<file path="src/rtl/seg7_pkg.sv">
// Shared types and active-low segment codes for the 7-segment scan driver.
package seg7_pkg;

  typedef logic [6:0] seg_t;

  localparam seg_t SEG_BLANK = 7'b1111111;
  localparam seg_t SEG_ZERO  = 7'b1000000;

  // Segment order {g,f,e,d,c,b,a}, active-low
  localparam seg_t SEG_D0 = 7'b1000000;
  localparam seg_t SEG_D1 = 7'b1111001;
  localparam seg_t SEG_D2 = 7'b0100100;
  localparam seg_t SEG_D3 = 7'b0110000;
  localparam seg_t SEG_D4 = 7'b0011001;
  localparam seg_t SEG_D5 = 7'b0010010;
  localparam seg_t SEG_D6 = 7'b0000010;
  localparam seg_t SEG_D7 = 7'b1111000;
  localparam seg_t SEG_D8 = 7'b0000000;
  localparam seg_t SEG_D9 = 7'b0010000;

  typedef enum logic [1:0] {
    IDX_U = 2'd0,
    IDX_T = 2'd1,
    IDX_H = 2'd2
  } digit_idx_t;

endpackage

</file>
<file path="src/rtl/seg7_slot_timer.sv">
// Slot/digit sequencer: exposes next-cycle digit index and dead-time flag so
// the top can register its outputs in step with the counters.
module seg7_slot_timer
  import seg7_pkg::*;
#(
  parameter int unsigned CLK_DIV  = 100000,
  parameter int unsigned DEAD_CYC = 1000
) (
  input  logic       clk,
  input  logic       rst_n,
  output digit_idx_t idx_nxt_c,
  output logic       dead_nxt_c,
  output logic       frame_wrap_c
);

  localparam int unsigned CNT_W = $clog2(CLK_DIV);

  logic [CNT_W-1:0] slot_q, slot_d;
  digit_idx_t       idx_q, idx_d;
  logic             slot_end;

  always_comb begin
    slot_end = (slot_q == CNT_W'(CLK_DIV - 1));
    slot_d   = slot_q + CNT_W'(1);
    idx_d    = idx_q;
    if (slot_end) begin
      slot_d = '0;
      case (idx_q)
        IDX_U:   idx_d = IDX_T;
        IDX_T:   idx_d = IDX_H;
        default: idx_d = IDX_U;
      endcase
    end
  end

  always_ff @(posedge clk or negedge rst_n) begin
    if (!rst_n) begin
      slot_q <= '0;
      idx_q  <= IDX_U;
    end else begin
      slot_q <= slot_d;
      idx_q  <= idx_d;
    end
  end

  assign idx_nxt_c    = idx_d;
  assign dead_nxt_c   = (slot_d < CNT_W'(DEAD_CYC));
  assign frame_wrap_c = slot_end && (idx_q == IDX_H);

endmodule

</file>
<file path="src/rtl/seg7_scan_driver.sv">
// Multiplexed 3-digit common-anode driver with frame-synchronous double
// buffering, leading-zero blanking and per-slot dead time.
module seg7_scan_driver
  import seg7_pkg::*;
#(
  parameter int unsigned CLK_DIV  = 100000,
  parameter int unsigned DEAD_CYC = 1000
) (
  input  logic       clk,
  input  logic       rst_n,
  input  logic [6:0] dig_u,
  input  logic [6:0] dig_t,
  input  logic [6:0] dig_h,
  input  logic       load,
  input  logic       blank_lz,
  output logic [6:0] seg,
  output logic [3:0] an,
  output logic       frame_done
);

  localparam int unsigned NUM_DIG = 3;

  digit_idx_t idx_nxt_c;
  logic       dead_nxt_c;
  logic       frame_wrap_c;

  seg7_slot_timer #(
    .CLK_DIV  (CLK_DIV),
    .DEAD_CYC (DEAD_CYC)
  ) u_timer (
    .clk          (clk),
    .rst_n        (rst_n),
    .idx_nxt_c    (idx_nxt_c),
    .dead_nxt_c   (dead_nxt_c),
    .frame_wrap_c (frame_wrap_c)
  );

  seg_t [NUM_DIG-1:0] shadow_q, shadow_d;
  seg_t [NUM_DIG-1:0] active_q, active_d;
  logic               pending_q, pending_d;
  seg_t               seg_q, seg_d;
  logic [3:0]         an_q, an_d;
  logic               frame_done_q;
  logic               h_blank, t_blank;

  // Commit happens before capture so a load on the boundary edge waits a frame
  always_comb begin
    shadow_d  = shadow_q;
    active_d  = active_q;
    pending_d = pending_q;
    if (frame_wrap_c && pending_q) begin
      active_d  = shadow_q;
      pending_d = 1'b0;
    end
    if (load) begin
      shadow_d  = {dig_h, dig_t, dig_u};
      pending_d = 1'b1;
    end
  end

  // Output lookahead: drive what the next cycle's slot/idx/active call for
  always_comb begin
    h_blank = blank_lz && (active_d[2] == SEG_ZERO);
    t_blank = h_blank && (active_d[1] == SEG_ZERO);
    an_d    = 4'b1111;
    seg_d   = SEG_BLANK;
    if (!dead_nxt_c) begin
      case (idx_nxt_c)
        IDX_U: begin
          an_d  = 4'b1110;
          seg_d = active_d[0];
        end
        IDX_T: begin
          an_d  = 4'b1101;
          seg_d = t_blank ? SEG_BLANK : active_d[1];
        end
        IDX_H: begin
          an_d  = 4'b1011;
          seg_d = h_blank ? SEG_BLANK : active_d[2];
        end
        default: ;
      endcase
    end
  end

  always_ff @(posedge clk or negedge rst_n) begin
    if (!rst_n) begin
      shadow_q     <= {NUM_DIG{SEG_BLANK}};
      active_q     <= {NUM_DIG{SEG_BLANK}};
      pending_q    <= 1'b0;
      seg_q        <= SEG_BLANK;
      an_q         <= 4'b1111;
      frame_done_q <= 1'b0;
    end else begin
      shadow_q     <= shadow_d;
      active_q     <= active_d;
      pending_q    <= pending_d;
      seg_q        <= seg_d;
      an_q         <= an_d;
      frame_done_q <= frame_wrap_c;
    end
  end

  assign seg        = seg_q;
  assign an         = an_q;
  assign frame_done = frame_done_q;

endmodule
</file>
<file path="config.mk">
export PLATFORM = sky130hd
export DESIGN_NAME = seg7_scan_driver
export DESIGN_NICKNAME = d
export VERILOG_FILES = /design/src/rtl/seg7_pkg.sv /design/src/rtl/seg7_slot_timer.sv /design/src/rtl/seg7_scan_driver.sv
export SDC_FILE = /design/constraint.sdc
export NUM_CORES = 1
export LEC_CHECK = 0
export BUFFER_PORTS_ARGS = -buffer_cell sky130_fd_sc_hd__buf_2
export CORE_UTILIZATION = 45
export DETAILED_ROUTE_END_ITERATION = 10
export PLACE_DENSITY = 0.62
export SLEW_MARGIN = 0
export SYNTH_ARGS = -nofsm -noshare
export SYNTH_HDL_FRONTEND = slang
export SYNTH_HIERARCHICAL = 1
export SYNTH_SLANG_ARGS = --single-unit
</file>
<file path="constraint.sdc">
create_clock -name clk -period 5.7 [get_ports clk]
set_input_delay 0.57 -clock clk [delete_from_list [all_inputs] [get_ports clk]]
set_output_delay 0.57 -clock clk [all_outputs]
set_load 0.01 [all_outputs]
</file>
==> flow_summary.yaml <==
status:
  outcome: "finished, final reports clean"
setup_path:
  path_cells: "or4b_1 -> nor4b_2 -> nand4_1 -> nor3b_1 -> nand2_4 -> mux2_1 -> mux2_2 -> o22ai_1 -> nand2b_1"
  worstPathMaxFanout: 26
  critical_path_required_ns: 5.97
  worst_path_largest_cell_delay_ns: 0.55
  rr_worst_depth: 9
  cp-start-kind: "flip-flop"
  cpMaxStageDelayCell: "or4b_1"
  cp-end-kind: "flip-flop"
  crit_type: "flip-flop to flip-flop"
  crit_arrival_ns: 3.76
sta:
  tightest_slew_ns: 0.888
  rsz0062_at_grt: "no"
  finalHoldViolCount: 0
  worst_slack_ns: 2.21
  setup-tns-final_ns: 0
  setup_viol: 0
  drv_slew: 0
  min_period_ns: 3.49
  max_freq_mhz: 286
  final.period_utilization_pct: 61.3
  maxSlewHeadroom_pct: 40.8
  clock_skew_ns: 0.00819
cells_and_area:
  nets: 338
  final_cell_area_mm2: 0.00384
  insertedDiodeCount: 0
  drive_gt1_share_pct: 46.4
  final_util_pct: 52.4
  synthToLayoutAreaGrowth_pct: 11.5
clock_network:
  postCtsSetupBuffers: 0
  htreeDepth: 3
  cts_buffers: 9
  cts_tree: "yes"
  cts_resized: 0
  clock_path_buffers: 2
  cts.clk_slew.worst_paths_ns: 0.08
  clock-sinks: 73
  cts-hold-fix-buffers: 0
  clk_latency_ns: 0.34
  ctsRootBufferMaster: "clkbuf_8"
place:
  routabilityCongestion: 0.867
  pre_cts_ws_ns: 2.21
  port_buffers: 35
  hpwlAfterDp_mm: 4.46
  dpl_cell_area_mm2: 0.00365
logic_synthesis:
  ys_types: 54
  synth.ff_latch_count: 73
  synth_area_mm2: 0.00345
  synth_warnings: 6
  synth_nets: 306
  synthCells: 280
  ys_seq_area_share_pct: 54.9
  syn_area_per_cell_um2: 12.3
die:
  die_h_um: 89.5
  placementRows: 31
  start_util_pct: 47.0
  io_pins: 37
  die_area_mm2: 0.00801
  core_mm2: 0.00733
  die_x_um: 89.5
global_routing:
  top_usage_layer: "met1"
  grt_pass1_vias: 2133
  gr-usage-all-layers_pct: 18.9
  grtUsageMet3_pct: 4.71
  met1_usage_pct: 28.9
  grt_start_max_net_pins: 74
  antenna_found_initial: 0
  use_met2_pct: 25.5
  gr-total-overflow: 0
  grt_pass1_wl_mm: 11.1
power_and_ir_drop:
  irDropWorstVdd_mv: 0.149
  power.leakage_nw: 1.67
  pwr_density_cell_mw_per_mm2: 260
  p_total_w: 0.000999
routing:
  wirelength_mm: 6.63
  wire_per_inst_um: 15.9
  num_vias: 2253
  ant_nets: 0
  post_drt_via_cell_ratio: 5.42
  remaining_drc_errors: 0
  drtIter0Drc: 114
  dr.pass1.iters: 4
hold_path:
  hold_path.class: "input pin to async pin"
flow_run:
  drv_cap: 0
cell type report:
| class | instances | area [µm²] |
|---|---|---|
| fillers | 665 | 3490 |
| clock inverters | 5 | 52.6 |
| clock buffers | 11 | 141 |
| inverters | 12 | 45.0 |
| multi-input cells | 180 | 1410 |
| well taps | 99 | 124 |
| flip-flops and latches | 73 | 1890 |
| repair buffers | 36 | 183 |
power by group:
part	internal (W)	leakage, nW	switching (W)
combinational	0.0000205	0.748	0.0000195
sequential	0.000546	0.816	0.0000117
clock	0.000213	0.104	0.000189
total	0.000779	1.67	0.000220
metal layers:
layer / vias to the layer above / wire, µm / share of wire, %
met4: 0 / 92 / 1.4
met5: - / 0 / 0
met3: 7 / 270 / 4.1
met2: 51 / 2900 / 44
met1: 1128 / 3370 / 51
li1: 1067 / - / -
critical path, delay by kind of cell (launching register included):
kind	cells	cell delay, ns
AO/OA/AOI/OAI	1	0.19
multiplexers	2	0.72
flip-flops	1	0.46
AND/OR/NAND/NOR	6	2.02
worst paths after layout:
| path | start | end | slack, ns |
|---|---|---|---|
| setup / recovery | u_timer/slot_q[5] | seg[6] | 2.21 |
| hold / removal | rst_n | u_timer/slot_q[8] | 0.40 |
| setup reg to reg | u_timer/slot_q[5] | seg[6] | 2.21 |
| hold reg to reg | pending_q | pending_q | 0.54 |
| max in group asynchronous | rst_n | u_timer/idx_q[0] | 4.70 |
| min in group clk | dig_u[1] | shadow_q[1] | 0.45 |
synthesized netlist by cell type, drive strengths merged:
cell	number	area share, %
or3b	1	0.25
o221a	1	0.33
nand4	11	2.0
mux2	38	13
or2	2	0.36
dfstp	52	40
and4	1	0.33
o22ai	1	0.18
xnor2	11	2.8
nor2b	1	0.18
a21oi	6	0.98
inv	12	1.3
nand2b	3	0.54
nand2	12	1.5
and2b	1	0.25
a221oi	1	0.25
and2	1	0.18
mux2i	8	2.3
conb	1	0.11
o211ai	5	1.1
or3	2	0.36
o21ai	1	0.15
a2111oi	1	0.25
nor3	4	0.58
nor2	21	2.3
and3	1	0.18
a21o	8	1.7
o21bai	1	0.22
a211oi	1	0.22
clkbuf	3	0.33
nor3b	2	0.44
ha	1	0.36
o221ai	6	1.5
nor4	8	1.6
xor2	4	1.0
or4b	2	0.58
a21boi	1	0.22
buf	12	2.7
dfrtp	21	15
nand4b	1	0.25
nand3	7	1.2
o32ai	1	0.47
nor4b	2	0.69
cells by family after synthesis:
group | count (synthesis) | share of synthesized area, %
simple gates | 83 | 13.8
flops | 73 | 54.9
mux | 46 | 15.1
compound gates | 34 | 7.62
buf+inv | 27 | 4.36
xor+xnor | 15 | 3.81
fa+ha+maj | 1 | 0.363
other cells | 1 | 0.109
sequential cells by signal, summed over array words and instances, names as in the netlist:
name            flops
active_q           21
shadow_q           21
u_timer/slot_q     17
seg                 7
an                  3
u_timer/idx_q       2
frame_done          1
pending_q           1
stage by stage:
step / cells / hold slack [ns]
after CTS: 416 / 0.435
after detailed placement: 400 / 0.534
final: 416 / 0.404
after global placement: 400 / 0.513
after global routing: 416 / 0.437
after floorplan: 280 / 0.274
placed cells by master, fill, tap and decap left out, types with 2 or more instances in the layout:
cell type and count:
inv_4 2, xor2_1 4, nand3_1 6, nand4_1 11, nor3b_1 2, nand2_1 11
dfrtp_1 21, clkbuf_8 10, a21oi_1 5, clkinv_2 2, mux2_2 29, xnor2_1 11
a21o_1 8, nand2b_1 3, nor4_1 7, or2_2 2, inv_1 12, buf_2 35
or3_1 2, mux2i_1 8, o211ai_1 5, o221ai_1 6, or4b_1 2, dfstp_2 52
mux2_1 6, mux2_4 3, nor2_1 21, nor3_1 4
(Power assumes the default switching activity.)
